[src/rtl/id_ex_stage_if.sv]
// ID/EX stage bus: decoded ID fields and WB bypass in, registered EX fields and stall out.
// Master drives the ID/WB side; slave is the id_ex_stage register itself.
interface id_ex_stage_if #(
  parameter int unsigned DW = 16,
  parameter int unsigned RW = 3
);
  localparam int unsigned ALUOP_W = 3;

  logic               ID_valid;
  logic [RW-1:0]      ID_RegRs;
  logic [RW-1:0]      ID_RegRt;
  logic [RW-1:0]      ID_RegRd;
  logic               ID_UsesRt;
  logic [DW-1:0]      ID_RsData;
  logic [DW-1:0]      ID_RtData;
  logic [DW-1:0]      ID_Imm;
  logic [ALUOP_W-1:0] ID_ALUOp;
  logic               ID_ALUSrc;
  logic               ID_RegWrite;
  logic               ID_MemRead;
  logic               ID_MemWrite;
  logic               WB_RegWrite;
  logic [RW-1:0]      WB_RegRd;
  logic [DW-1:0]      WB_Data;
  logic               branch_flush;

  logic [RW-1:0]      EX_RegRs;
  logic [RW-1:0]      EX_RegRt;
  logic [RW-1:0]      EX_RegRd;
  logic [DW-1:0]      EX_RsData;
  logic [DW-1:0]      EX_RtData;
  logic [DW-1:0]      EX_Imm;
  logic [ALUOP_W-1:0] EX_ALUOp;
  logic               EX_ALUSrc;
  logic               EX_RegWrite;
  logic               EX_MemRead;
  logic               EX_MemWrite;
  logic               EX_valid;
  logic               ID_EX_flush;
  logic               stall;

  modport master (
    output ID_valid, ID_RegRs, ID_RegRt, ID_RegRd, ID_UsesRt,
           ID_RsData, ID_RtData, ID_Imm, ID_ALUOp,
           ID_ALUSrc, ID_RegWrite, ID_MemRead, ID_MemWrite,
           WB_RegWrite, WB_RegRd, WB_Data, branch_flush,
    input  EX_RegRs, EX_RegRt, EX_RegRd, EX_RsData, EX_RtData, EX_Imm,
           EX_ALUOp, EX_ALUSrc, EX_RegWrite, EX_MemRead, EX_MemWrite,
           EX_valid, ID_EX_flush, stall
  );

  modport slave (
    input  ID_valid, ID_RegRs, ID_RegRt, ID_RegRd, ID_UsesRt,
           ID_RsData, ID_RtData, ID_Imm, ID_ALUOp,
           ID_ALUSrc, ID_RegWrite, ID_MemRead, ID_MemWrite,
           WB_RegWrite, WB_RegRd, WB_Data, branch_flush,
    output EX_RegRs, EX_RegRt, EX_RegRd, EX_RsData, EX_RtData, EX_Imm,
           EX_ALUOp, EX_ALUSrc, EX_RegWrite, EX_MemRead, EX_MemWrite,
           EX_valid, ID_EX_flush, stall
  );
endinterface

[src/rtl/id_ex_stage.sv]
// ID/EX pipeline register with load-use hazard stall, branch-flush bubble and WB write-through.
// Optional macro ID_EX_STALL_CNT_EN adds a saturating 16-bit stall_count output.
module id_ex_stage #(
  parameter int unsigned DW = 16,
  parameter int unsigned RW = 3
) (
  input  logic          clk,
  input  logic          rst_n,
  id_ex_stage_if.slave  bus
`ifdef ID_EX_STALL_CNT_EN
  ,
  output logic [15:0]   stall_count
`endif
);

  localparam logic [RW-1:0] REG_ZERO = RW'(0);

  logic          hazard;
  logic          bubble;
  logic          rs_bypass;
  logic          rt_bypass;
  logic [DW-1:0] rs_cap;
  logic [DW-1:0] rt_cap;

  // Load in EX whose destination feeds the ID instruction; register 0 never hazards
  always_comb begin
    hazard    = 1'b0;
    bus.stall = 1'b0;
    bubble    = 1'b0;
    rs_bypass = 1'b0;
    rt_bypass = 1'b0;
    rs_cap    = bus.ID_RsData;
    rt_cap    = bus.ID_RtData;

    hazard = bus.EX_valid & bus.EX_MemRead & (bus.EX_RegRd != REG_ZERO) & bus.ID_valid &
             ((bus.EX_RegRd == bus.ID_RegRs) |
              (bus.ID_UsesRt & (bus.EX_RegRd == bus.ID_RegRt)));
    bus.stall = hazard & ~bus.branch_flush;
    bubble    = bus.branch_flush | hazard | ~bus.ID_valid;

    // Register file is written at the same edge it is read; forward the WB value
    rs_bypass = bus.WB_RegWrite & (bus.WB_RegRd != REG_ZERO) & (bus.WB_RegRd == bus.ID_RegRs);
    rt_bypass = bus.WB_RegWrite & (bus.WB_RegRd != REG_ZERO) & (bus.WB_RegRd == bus.ID_RegRt);
    if (rs_bypass) rs_cap = bus.WB_Data;
    if (rt_bypass) rt_cap = bus.WB_Data;
  end

  assign bus.ID_EX_flush = ~bus.EX_valid;

  always_ff @(posedge clk or negedge rst_n) begin
    if (!rst_n) begin
      bus.EX_valid    <= 1'b0;
      bus.EX_RegRs    <= '0;
      bus.EX_RegRt    <= '0;
      bus.EX_RegRd    <= '0;
      bus.EX_RsData   <= '0;
      bus.EX_RtData   <= '0;
      bus.EX_Imm      <= '0;
      bus.EX_ALUOp    <= '0;
      bus.EX_ALUSrc   <= 1'b0;
      bus.EX_RegWrite <= 1'b0;
      bus.EX_MemRead  <= 1'b0;
      bus.EX_MemWrite <= 1'b0;
    end else if (bubble) begin
      // Bubble: kill control and register numbers; data fields are don't-care and hold
      bus.EX_valid    <= 1'b0;
      bus.EX_RegRs    <= '0;
      bus.EX_RegRt    <= '0;
      bus.EX_RegRd    <= '0;
      bus.EX_ALUOp    <= '0;
      bus.EX_ALUSrc   <= 1'b0;
      bus.EX_RegWrite <= 1'b0;
      bus.EX_MemRead  <= 1'b0;
      bus.EX_MemWrite <= 1'b0;
    end else begin
      bus.EX_valid    <= 1'b1;
      bus.EX_RegRs    <= bus.ID_RegRs;
      bus.EX_RegRt    <= bus.ID_RegRt;
      bus.EX_RegRd    <= bus.ID_RegRd;
      bus.EX_RsData   <= rs_cap;
      bus.EX_RtData   <= rt_cap;
      bus.EX_Imm      <= bus.ID_Imm;
      bus.EX_ALUOp    <= bus.ID_ALUOp;
      bus.EX_ALUSrc   <= bus.ID_ALUSrc;
      bus.EX_RegWrite <= bus.ID_RegWrite;
      bus.EX_MemRead  <= bus.ID_MemRead;
      bus.EX_MemWrite <= bus.ID_MemWrite;
    end
  end

`ifdef ID_EX_STALL_CNT_EN
  // Saturating count of stalled cycles
  always_ff @(posedge clk or negedge rst_n) begin
    if (!rst_n) begin
      stall_count <= 16'h0000;
    end else if (bus.stall && (stall_count != 16'hFFFF)) begin
      stall_count <= stall_count + 16'd1;
    end
  end
`endif

endmodule
[src/flat_wrapper.sv]
// flat-port wrapper written by rule: the top's interface ports become plain ports
module id_ex_stage_flat 
#(
  parameter int unsigned DW = 16,
  parameter int unsigned RW = 3
)
  (clk, rst_n, bus_ID_valid, bus_ID_RegRs, bus_ID_RegRt, bus_ID_RegRd, bus_ID_UsesRt, bus_ID_RsData, bus_ID_RtData, bus_ID_Imm, bus_ID_ALUOp, bus_ID_ALUSrc, bus_ID_RegWrite, bus_ID_MemRead, bus_ID_MemWrite, bus_WB_RegWrite, bus_WB_RegRd, bus_WB_Data, bus_branch_flush, bus_EX_RegRs, bus_EX_RegRt, bus_EX_RegRd, bus_EX_RsData, bus_EX_RtData, bus_EX_Imm, bus_EX_ALUOp, bus_EX_ALUSrc, bus_EX_RegWrite, bus_EX_MemRead, bus_EX_MemWrite, bus_EX_valid, bus_ID_EX_flush, bus_stall);
  id_ex_stage_if #(.DW(DW), .RW(RW)) bus_i ();
  input  logic clk;
  input  logic rst_n;
  input wire logic [$bits(bus_i.ID_valid)-1:0] bus_ID_valid;
  input wire logic [$bits(bus_i.ID_RegRs)-1:0] bus_ID_RegRs;
  input wire logic [$bits(bus_i.ID_RegRt)-1:0] bus_ID_RegRt;
  input wire logic [$bits(bus_i.ID_RegRd)-1:0] bus_ID_RegRd;
  input wire logic [$bits(bus_i.ID_UsesRt)-1:0] bus_ID_UsesRt;
  input wire logic [$bits(bus_i.ID_RsData)-1:0] bus_ID_RsData;
  input wire logic [$bits(bus_i.ID_RtData)-1:0] bus_ID_RtData;
  input wire logic [$bits(bus_i.ID_Imm)-1:0] bus_ID_Imm;
  input wire logic [$bits(bus_i.ID_ALUOp)-1:0] bus_ID_ALUOp;
  input wire logic [$bits(bus_i.ID_ALUSrc)-1:0] bus_ID_ALUSrc;
  input wire logic [$bits(bus_i.ID_RegWrite)-1:0] bus_ID_RegWrite;
  input wire logic [$bits(bus_i.ID_MemRead)-1:0] bus_ID_MemRead;
  input wire logic [$bits(bus_i.ID_MemWrite)-1:0] bus_ID_MemWrite;
  input wire logic [$bits(bus_i.WB_RegWrite)-1:0] bus_WB_RegWrite;
  input wire logic [$bits(bus_i.WB_RegRd)-1:0] bus_WB_RegRd;
  input wire logic [$bits(bus_i.WB_Data)-1:0] bus_WB_Data;
  input wire logic [$bits(bus_i.branch_flush)-1:0] bus_branch_flush;
  output wire logic [$bits(bus_i.EX_RegRs)-1:0] bus_EX_RegRs;
  output wire logic [$bits(bus_i.EX_RegRt)-1:0] bus_EX_RegRt;
  output wire logic [$bits(bus_i.EX_RegRd)-1:0] bus_EX_RegRd;
  output wire logic [$bits(bus_i.EX_RsData)-1:0] bus_EX_RsData;
  output wire logic [$bits(bus_i.EX_RtData)-1:0] bus_EX_RtData;
  output wire logic [$bits(bus_i.EX_Imm)-1:0] bus_EX_Imm;
  output wire logic [$bits(bus_i.EX_ALUOp)-1:0] bus_EX_ALUOp;
  output wire logic [$bits(bus_i.EX_ALUSrc)-1:0] bus_EX_ALUSrc;
  output wire logic [$bits(bus_i.EX_RegWrite)-1:0] bus_EX_RegWrite;
  output wire logic [$bits(bus_i.EX_MemRead)-1:0] bus_EX_MemRead;
  output wire logic [$bits(bus_i.EX_MemWrite)-1:0] bus_EX_MemWrite;
  output wire logic [$bits(bus_i.EX_valid)-1:0] bus_EX_valid;
  output wire logic [$bits(bus_i.ID_EX_flush)-1:0] bus_ID_EX_flush;
  output wire logic [$bits(bus_i.stall)-1:0] bus_stall;
  assign bus_i.ID_valid = bus_ID_valid;
  assign bus_i.ID_RegRs = bus_ID_RegRs;
  assign bus_i.ID_RegRt = bus_ID_RegRt;
  assign bus_i.ID_RegRd = bus_ID_RegRd;
  assign bus_i.ID_UsesRt = bus_ID_UsesRt;
  assign bus_i.ID_RsData = bus_ID_RsData;
  assign bus_i.ID_RtData = bus_ID_RtData;
  assign bus_i.ID_Imm = bus_ID_Imm;
  assign bus_i.ID_ALUOp = bus_ID_ALUOp;
  assign bus_i.ID_ALUSrc = bus_ID_ALUSrc;
  assign bus_i.ID_RegWrite = bus_ID_RegWrite;
  assign bus_i.ID_MemRead = bus_ID_MemRead;
  assign bus_i.ID_MemWrite = bus_ID_MemWrite;
  assign bus_i.WB_RegWrite = bus_WB_RegWrite;
  assign bus_i.WB_RegRd = bus_WB_RegRd;
  assign bus_i.WB_Data = bus_WB_Data;
  assign bus_i.branch_flush = bus_branch_flush;
  assign bus_EX_RegRs = bus_i.EX_RegRs;
  assign bus_EX_RegRt = bus_i.EX_RegRt;
  assign bus_EX_RegRd = bus_i.EX_RegRd;
  assign bus_EX_RsData = bus_i.EX_RsData;
  assign bus_EX_RtData = bus_i.EX_RtData;
  assign bus_EX_Imm = bus_i.EX_Imm;
  assign bus_EX_ALUOp = bus_i.EX_ALUOp;
  assign bus_EX_ALUSrc = bus_i.EX_ALUSrc;
  assign bus_EX_RegWrite = bus_i.EX_RegWrite;
  assign bus_EX_MemRead = bus_i.EX_MemRead;
  assign bus_EX_MemWrite = bus_i.EX_MemWrite;
  assign bus_EX_valid = bus_i.EX_valid;
  assign bus_ID_EX_flush = bus_i.ID_EX_flush;
  assign bus_stall = bus_i.stall;
  id_ex_stage #(.DW(DW), .RW(RW)) u_core (.clk(clk), .rst_n(rst_n), .bus(bus_i));
endmodule
[config.mk]
export PLATFORM = sky130hd
export DESIGN_NAME = id_ex_stage_flat
export DESIGN_NICKNAME = d
export VERILOG_FILES = /design/src/rtl/id_ex_stage_if.sv /design/src/rtl/id_ex_stage.sv /design/src/flat_wrapper.sv
export SDC_FILE = /design/constraint.sdc
export NUM_CORES = 1
export LEC_CHECK = 0
export ABC_CLOCK_PERIOD_IN_PS = 2100
export BUFFER_PORTS_ARGS = -buffer_cell sky130_fd_sc_hd__buf_2
export CAP_MARGIN = 10
export CORE_MARGIN = 1.5
export CORE_UTILIZATION = 45
export CTS_BUF_LIST = sky130_fd_sc_hd__clkbuf_8 sky130_fd_sc_hd__clkbuf_16
export CTS_CLUSTER_SIZE = 20
export DETAILED_ROUTE_END_ITERATION = 8
export PLACE_DENSITY = 0.8
export SETUP_SLACK_MARGIN = 0.15
export SLEW_MARGIN = 10
export SYNTH_ARGS = -nofsm -noshare
export SYNTH_HDL_FRONTEND = slang
export SYNTH_SLANG_ARGS = --single-unit
[constraint.sdc]
create_clock -name clk -period 2.1 [get_ports clk]
set_input_delay 0.42 -clock clk [delete_from_list [all_inputs] [get_ports clk]]
set_output_delay 0.42 -clock clk [all_outputs]
set_load 0.01 [all_outputs]
# Word level (Yosys, flattened, before mapping)
# Index checks and enable logic that the tools add are counted.
# classes
n_eq_ne	4
n_mux	11
bitwise	15
reduce_logical	2
# op_table
op	n
16-bit 2-to-1 mux	2
3-bit equality test	4
3-bit 2-to-1 mux	4
1-bit AND	9
3-bit nonzero test	2
1-bit 2-to-1 mux	5
1-bit inverter	3
1-bit bitwise OR	3
# totals
regBits	65
input_bits	89
output_inout_bits	67

# Depth between registers and ports, before layout
# Gate-level depths: netlist (run 1).
# depth
depth_word	7
mapped_depth	7
ltp_nobuf	5

# Worst setup path after synthesis (run 1)
# Ideal clock, no wire load.
# synth_path
path_type	input to register
startpoint	input port bus_WB_RegRd[0]
endpoint	register u_core.bus.EX_RtData[0]
setup_ns	0.125
arrival_ns	1.805
required_time_ns	1.975
slack_ns	0.170
cell_stages	6
n_path_buf	1
path_cell_list	inv_1 -> o21ai_0 -> nor4_4 -> buf_6 -> mux2_1 -> mux2_4
# synth_between
elab_chain_cells	4
elab_cells_between_ends	5
cone_classes	eq/ne: 1; mux: 1; bitwise: 2; reduce/logical: 1
# synth_rtl
item	line_no	source
start: declaration	flat_wrapper.sv:25	input wire logic [$bits(bus_i.WB_RegRd)-1:0] bus_WB_RegRd;
3-bit nonzero test	id_ex_stage.sv:43	rt_bypass = bus.WB_RegWrite & (bus.WB_RegRd != REG_ZERO) & (bus.WB_RegRd == bus.ID_RegRt);
1-bit AND	id_ex_stage.sv:43	
1-bit AND (*)	id_ex_stage.sv:43	
16-bit 2-to-1 mux (*)	id_ex_stage.sv:45	if (rt_bypass) rt_cap = bus.WB_Data;
end signal: assignment	id_ex_stage.sv:81	bus.EX_RtData <= rt_cap;
end: declaration	id_ex_stage_if.sv:57	output EX_RegRs, EX_RegRt, EX_RegRd, EX_RsData, EX_RtData, EX_Imm,
# Mark *: on every way between the ends. The rest lies on a longest branch, timed or not.
# A chain may end at the register's enable or synchronous reset.

# Worst setup path after layout (run 1)
# layout_path
startpoint	register u_core.bus.EX_RegRd[0]
endpoint	output port bus_stall
# layout_between
elab_chain_cells	5
elab_cells_between_ends	9
cone_classes	eq/ne: 2; bitwise: 6; reduce/logical: 1
# layout_rtl
item	line_no	source
start: declaration	id_ex_stage_if.sv:57	
start signal: assignment	id_ex_stage.sv:79	bus.EX_RegRd <= bus.ID_RegRd;
3-bit equality test / 3-bit nonzero test (equally long branches)	id_ex_stage.sv:37, id_ex_stage.sv:35	
1-bit AND, on equally long branches	id_ex_stage.sv:37, id_ex_stage.sv:35	
1-bit bitwise OR / 1-bit AND (equally long branches)	id_ex_stage.sv:36, id_ex_stage.sv:35	
1-bit AND (*)	id_ex_stage.sv:35	hazard = bus.EX_valid & bus.EX_MemRead & (bus.EX_RegRd != REG_ZERO) & bus.ID_valid &
1-bit AND (*)	id_ex_stage.sv:38	bus.stall = hazard & ~bus.branch_flush;
end: declaration	flat_wrapper.sv:41	output wire logic [$bits(bus_i.stall)-1:0] bus_stall;
# Marked as above.

==> results.txt, run 1 <==
----------------------------------------------------
[Outcome]
  Result of the run ... finished, final reports clean

[Floorplanning]
  Number of placement rows ... 29
  I/O pin count ... 156
  Die area ... 0.00711 mm²
  Starting utilization of the core area ... between 40% and 50%
  Chip Width ... 84.3 µm
  Area of the core ... between 0.006 and 0.007 mm²
  Die H ... roughly 84 µm

[Timing]
  Fin worst setup slack ... approximately 0.060 ns
  Clock Skews ... 0.00935 ns
  Minimum period implied by the final worst setup slack ... a little over 2 ns
  Final Hold Slack ... 0.0708 ns
  Final clock period utilization by the worst path ... between 90% and 100%
  Final number of hold-violating endpoints ... 0
  Total negative slack for setup checks ... 0 ns
  Upper clock frequency limit ... 490 MHz
  Worst-Margin Slew ... 0.382 ns
  Setup repair after global routing missed its margin ... true
  Count of endpoints failing setup in the final report ... 0
  Slew HR ... 74.2%
  Max Transition Viols Final ... 0

[Clock tree]
  Clock tree from TritonCTS ... done
  Number of buffers on the longest clock path ... 2
  Sinks on Clock Net ... 65
  Source-to-sink clock delay at the later pin of the worst-skew pair ... between 0.3 and 0.4 ns
  Clock-pin slew on the worst setup and hold paths ... 0.07 ns
  Num CTS Buffers ... 9
  Clock tree root buffer cell ... clkbuf_8
  Maximum level of the CTS H-tree ... 3

[Finish]
  Diode count ... 0
  Fraction of layout instances using a drive strength above 1 ... 69.0%
  Final Util ... 71.3%
  Post-route standard cell area excluding fillers ... 0.00455 mm²
  Syn-to-layout area delta ... 53.0%
  Final Non-Filler Cells ... roughly 460
  # nets final ... 468

[Setup path]
  Critical-path maximum fanout ... 3
  Required time at the worst-slack endpoint ... between 1.5 and 2 ns
  Setup Crit Path Kind ... reg2out
  Nature of the critical path endpoint ... primary output
  Data arrival time of the critical path ... around 1.6 ns
  Kind of launch point of the worst setup path ... flip-flop

[Place]
  Worst slack after detailed placement ... 0.0346 ns
  Final RePlAce weighted congestion ... 0.800
  Instance count after placement with tap cells included ... between 400 and 500
  Area of placed instances ... around 0.0039 mm²
  I/O Buffers ... between 150 and 200
  Detailed Place HPWL ... about 4.8 mm

[Routing]
  DRC marker count from the first detailed-route iteration ... 70
  Routed length per placed instance ... 17.3 µm
  Number of nets with antenna violations after routing ... 0
  Initial DRT Pass Iterations ... 6
  Total detailed-routing wirelength ... 7.96 mm
  Residual DRC ... 0
  Vias per cell ... around 4.9
  Routed vias ... 2276

[Job]
  Maxcap violations ... 0

[Pwr]
  Maximum resistive drop on vdd ... 0.479 mV
  Power density over the cells ... 726 mW/mm²
  Power consumption ... 3.31 mW
  Leakage power summed over all cells ... 2.35 nW

[GRT]
  Initial antenna violation count ... 0
  Pin count of the biggest net entering global routing ... 66
  Met3 usage ... ~5.3%
  Remaining global-route overflow ... 0
  Total GRT Usage ... between 20 and 25%
  Met1 layer usage reported by global route ... 23.6%
  Global-route track usage on met2 ... between 30% and 40%
  First-pass GRT wire length ... roughly 11 mm
  Busiest grt layer ... met2
  Vias in the first global route ... 2295

[Yosys]
  Post-synthesis instance area ... 0.00298 mm²
  Syn_area_per_cell ... 15.0 µm²
  Number of distinct library cells after synthesis ... 21
  Nets in the synthesized netlist ... 287
  Yosys reg bits ... 65
  Post-synthesis sequential area ratio ... 54.7%
  Yosys warns ... 0
  Number of instances in the synthesized netlist ... between 150 and 200

[Min path]
  Worst hold path type ... in2async

----------------------------------------------------
[worst paths after layout]
| kind | start | end | slack [ns] | depth (start not counted) |
|---|---|---|---|---|
| setup / recovery | u_core.bus.EX_RegRd[0] | bus_stall | 0.06 | 6 |
| hold / removal | rst_n | u_core.bus.EX_Imm[2] | 0.07 | 2 |
| setup reg to reg | u_core.bus.EX_RegRd[1] | u_core.bus.EX_Imm[9] | 0.12 | 7 |
| hold reg to reg | u_core.bus.EX_Imm[9] | u_core.bus.EX_Imm[9] | 0.51 | 1 |
| max in group asynchronous | rst_n | u_core.bus.EX_RsData[14] | 1.71 | 2 |
| min in group clk | bus_ID_ALUOp[0] | u_core.bus.EX_ALUOp[0] | 0.29 | 2 |
[synthesized netlist by cell type]
master / instances / area share [%]
dfrtp_1: 65 / 55
nor2b_1: 1 / 0.21
xnor2_1: 6 / 1.8
buf_4: 2 / 0.50
o21ai_0: 2 / 0.34
nor4_4: 2 / 1.4
inv_1: 4 / 0.50
and2_1: 16 / 3.4
buf_2: 2 / 0.34
a21oi_1: 1 / 0.17
buf_6: 5 / 1.9
xor2_1: 4 / 1.2
nor3b_2: 1 / 0.42
mux2_4: 10 / 5.0
or3_1: 1 / 0.21
a21oi_2: 2 / 0.59
mux2_1: 33 / 12
or2_4: 1 / 0.29
nand3_1: 1 / 0.17
mux2_2: 37 / 14
nand4_1: 2 / 0.42
[where the power goes]
part           internal (mW)  switching [mW]
Clock                  0.479           0.465
Combinational          0.506           0.355
Sequential              1.41          0.0871
Total                   2.40           0.906
[registers in the layout, indices dropped and copies added, names as in the netlist]
| signal | count |
|---|---|
| u_core.bus.EX_ALUOp | 3 |
| u_core.bus.EX_MemWrite | 1 |
| u_core.bus.EX_RegRt | 3 |
| u_core.bus.EX_RsData | 16 |
| u_core.bus.EX_RtData | 16 |
| u_core.bus.EX_ALUSrc | 1 |
| u_core.bus.EX_MemRead | 1 |
| u_core.bus.EX_valid | 1 |
| u_core.bus.EX_RegWrite | 1 |
| u_core.bus.EX_RegRs | 3 |
| u_core.bus.EX_RegRd | 3 |
| u_core.bus.EX_Imm | 16 |
[cells in the final DEF, fill, tap and decap left out, types with 2 or more instances in the layout]
| cell type | count |
|---|---|
| clkbuf_8 | 11 |
| mux2_4 | 48 |
| mux2_1 | 21 |
| buf_4 | 4 |
| buf_12 | 5 |
| nor4_4 | 2 |
| clkbuf_16 | 6 |
| xnor2_2 | 6 |
| clkinv_2 | 3 |
| buf_16 | 2 |
| xor2_1 | 4 |
| nand4_1 | 2 |
| buf_2 | 155 |
| a21oi_2 | 3 |
| dfrtp_1 | 65 |
| and2_1 | 16 |
| inv_1 | 6 |
| buf_6 | 7 |
| mux2_2 | 11 |
| o21ai_0 | 2 |
[logic make-up after synthesis]
kind of cell	Yosys count	synth area share, %
xor+xnor	10	2.94
flops	65	54.7
buf+inv	13	3.24
compound gates	5	1.09
simple gates	25	6.52
mux	80	31.5
[what timing repair did]
| item | 4_1_cts | 5_1_grt |
|---|---|---|
| setup buffers | 2 | 5 |
| hold buffers | 0 | 0 |
| setup endpoints to repair | 29 | 49 |
| resized for setup | 12 | 41 |
| hold endpoints to repair | 0 | 0 |
| cloned | 2 | 7 |
| pin swaps | 4 | 2 |
[per-layer routing]
layer / vias up / wire [µm]
met5: - / 0
met4: 0 / 97
met3: 10 / 487
met2: 89 / 4060
met1: 1122 / 3320
li1: 1055 / -
[layout make-up]
class | count | area [µm²]
clock buffer | 11 | 151
multi-input combinational | 120 | 1450
sequential | 65 | 1630
inverter | 4 | 15.0
clock inverter | 5 | 22.5
fill | 452 | 1830
tap | 77 | 96.3
timing repair buffer | 179 | 1190
[worst max-delay path, cell delays in order (launching register included)]
cell and delay (ns):
dfrtp_1 0.39, buf_6 0.14, xnor2_2 0.13, nand3_1 0.12, a21oi_2 0.22, nor2b_1 0.15
buf_2 0.13
(Power assumes the default switching activity.)
==> inputs of run 2 (changes only) <==
--- a/config.mk
+++ b/config.mk
@@ -8,7 +8,6 @@
 export ABC_CLOCK_PERIOD_IN_PS = 2100
 export BUFFER_PORTS_ARGS = -buffer_cell sky130_fd_sc_hd__buf_2
 export CAP_MARGIN = 10
-export CORE_MARGIN = 1.5
 export CORE_UTILIZATION = 45
 export CTS_BUF_LIST = sky130_fd_sc_hd__clkbuf_8 sky130_fd_sc_hd__clkbuf_16
 export CTS_CLUSTER_SIZE = 20
==> run 2 against run 1 <==
  * Design area shrank 2.6%
  * Clock-buffer cell count is 1 lower
  * Combinational power shrank 7.2%
  * Die area down 2.4%
  * Fmax increased by 1.1%
  * Worst hold slack gained 0.0053 ns
  * Power increased by 8.8%
  * Critical endpoint is now u_core.bus.EX_RtData[1]
  * Largest cell class unchanged
==> results.txt, run 2 (synthesis gave the netlist of run 1 again) <==
----------------------------------------------------
[Clock tree]
  Clock tree from TritonCTS ... done
  Sinks on Clock Net ... 65
  Clock tree root buffer cell ... clkbuf_8
  Source-to-sink clock delay at the later pin of the worst-skew pair ... around 0.33 ns
  Number of buffers on the longest clock path ... 2
  Count of hold buffers inserted by post-cts repair ... 0
  Maximum level of the CTS H-tree ... 3
  Num CTS Buffers ... 9
  Clock-pin slew on the worst setup and hold paths ... 0.07 ns

[Finish]
  Diode count ... 0
  Registers with the highest flip-flop counts ... u_core.bus.EX_Imm (16), u_core.bus.EX_RsData (16), u_core.bus.EX_RtData (16)
  Top library cells by usage in the layout, fill and taps aside ... buf_2 (155), dfrtp_1 (64), mux2_4 (38)
  Syn-to-layout area delta ... 49.0%
  Post-route standard cell area excluding fillers ... 0.00443 mm²
  Final Non-Filler Cells ... between 400 and 500
  # nets final ... roughly 460
  Fillers ... about 460
  Final Util ... 69.8%
  Fraction of layout instances using a drive strength above 1 ... 67.4%
  Most common library cell in the layout ignoring fill and taps ... buf_2

[Routing]
  Initial DRT Pass Iterations ... 4
  Vias per cell ... a little under 5
  Residual DRC ... 0
  DRC marker count from the first detailed-route iteration ... 32
  Routed vias ... 2206
  Number of nets with antenna violations after routing ... 0
  Total detailed-routing wirelength ... 7.36 mm
  Routed length per placed instance ... 16.2 µm

[Pwr]
  Share of total power in combinational logic ... 22.2%
  Net switching component of the power ... 0.905 mW
  Power density over the cells ... 811 mW/mm²
  Maximum resistive drop on vdd ... ~0.56 mV
  Part of the power in registers ... 41.7%
  Relative contribution of the clock network to total power ... a little over a third
  Leakage power summed over all cells ... 2.26 nW
  Pint ... 2.69 mW
  Sw Ratio ... 25.2%

[Timing]
  Clock Skews ... between 0.008 and 0.009 ns
  Setup repair after global routing missed its margin ... true
  Max Transition Viols Final ... 0
  Final number of hold-violating endpoints ... 0
  Slew HR ... 76.3%
  Worst-Margin Slew ... ~0.36 ns
  Count of endpoints failing setup in the final report ... 0
  Total negative slack for setup checks ... 0 ns
  Minimum period implied by the final worst setup slack ... just over 2 ns
  Final clock period utilization by the worst path ... 96.1%
  Upper clock frequency limit ... ~500 MHz

[Setup path]
  Worst setup startpoint ... u_core.bus.EX_RegRd[0]
  Nature of the critical path endpoint ... flip-flop
  Setup Crit Path Kind ... reg2reg
  Worst r2r src ... u_core.bus.EX_RegRd[0]
  Data arrival time of the critical path ... 2.23 ns
  Critical-path maximum fanout ... 8
  Required time at the worst-slack endpoint ... 2.31 ns
  Kind of launch point of the worst setup path ... flip-flop

[Floorplanning]
  Chip Width ... roughly 83 µm
  I/O pin count ... 156
  Die area ... 0.00694 mm²
  Die H ... 83.3 µm
  Starting utilization of the core area ... 46.9%
  Area of the core ... between 0.006 and 0.007 mm²
  Number of placement rows ... 29

[GRT]
  Vias in the first global route ... 2330
  Remaining global-route overflow ... 0
  First-pass GRT wire length ... about 11 mm
  Initial antenna violation count ... 0
  Pin count of the biggest net entering global routing ... 66
  Total GRT Usage ... roughly 20%

[Min path]
  Worst hold path type ... in2async

[Place]
  Area of placed instances ... between 0.003 and 0.004 mm²
  Detailed Place HPWL ... 4.80 mm
  Instance count after placement with tap cells included ... between 400 and 500
  I/O Buffers ... 155
  Final RePlAce weighted congestion ... 0.796

[Job]
  Maxcap violations ... 0

[Outcome]
  Result of the run ... finished, final reports clean

----------------------------------------------------
==> run 2: per-layer routing <==
metal / track usage [%] / up-vias / routed length, µm
met5: 0 / - / 0
met4: 7.68 / 0 / 124
met3: 5.17 / 10 / 408
met2: 34.9 / 87 / 3770
met1: 24.5 / 1071 / 3060
li1: - / 1038 / -
==> run 2: through the flow <==
step	setup slack, ns	hold slack [ns]	power, mW
2_1_floorplan	0.170	0.124	1.87
3_3_place_gp	0.0998	0.463	2.18
3_5_place_dp	0.0239	0.460	2.21
4_1_cts	0.0882	0.107	3.53
5_1_grt	-0.0243	0.102	3.74
6_report	0.0815	0.0761	3.60
==> run 2: timing repair <==
action,in CTS,in global routing
gates resized for setup,6,36
setup endpoints to repair,47,60
gates cloned,1,5
pin swaps,3,2
buffers inserted,3,0
==> run 2: area by class of cell <==
type | count | area, µm² | area share [%]
Tap cell | 77 | 96.3 | 2.17
Sequential cell | 65 | 1630 | 36.7
Clock buffer | 10 | 138 | 3.10
Multi-Input combinational cell | 120 | 1390 | 31.4
Clock inverter | 6 | 106 | 2.40
Inverter | 4 | 15.0 | 0.339
Timing Repair Buffer | 172 | 1060 | 23.8
==> run 2: worst paths after layout <==
kind / to / slack [ns] / cells past startpoint
setup / recovery: u_core.bus.EX_RtData[1] / 0.08 / 7
hold / removal: u_core.bus.EX_RtData[8] / 0.08 / 2
setup reg to reg: u_core.bus.EX_RtData[1] / 0.08 / 7
hold reg to reg: u_core.bus.EX_Imm[7] / 0.49 / 1
max in group asynchronous: u_core.bus.EX_RegRd[0] / 1.71 / 2
min in group clk: u_core.bus.EX_RegWrite / 0.29 / 2
==> run 2: power by group through the flow <==
stage          clock network [mW]  registers (mW)  logic, mW
5_1_grt                      1.37            1.52      0.860
6_report                     1.30            1.50      0.798
3_3_place_gp                    0            1.51      0.672
3_5_place_dp                    0            1.51      0.691
2_1_floorplan                   0            1.59      0.272
4_1_cts                      1.32            1.49      0.711
==> run 2: critical path: stages, from the launching register on <==
cell,delay (ns)
dfrtp_2,0.44
or3_4,0.39
nand4_1,0.10
a21oi_2,0.06
nor3b_4,0.26
buf_6,0.18
clkbuf_16,0.17
mux2_4,0.30
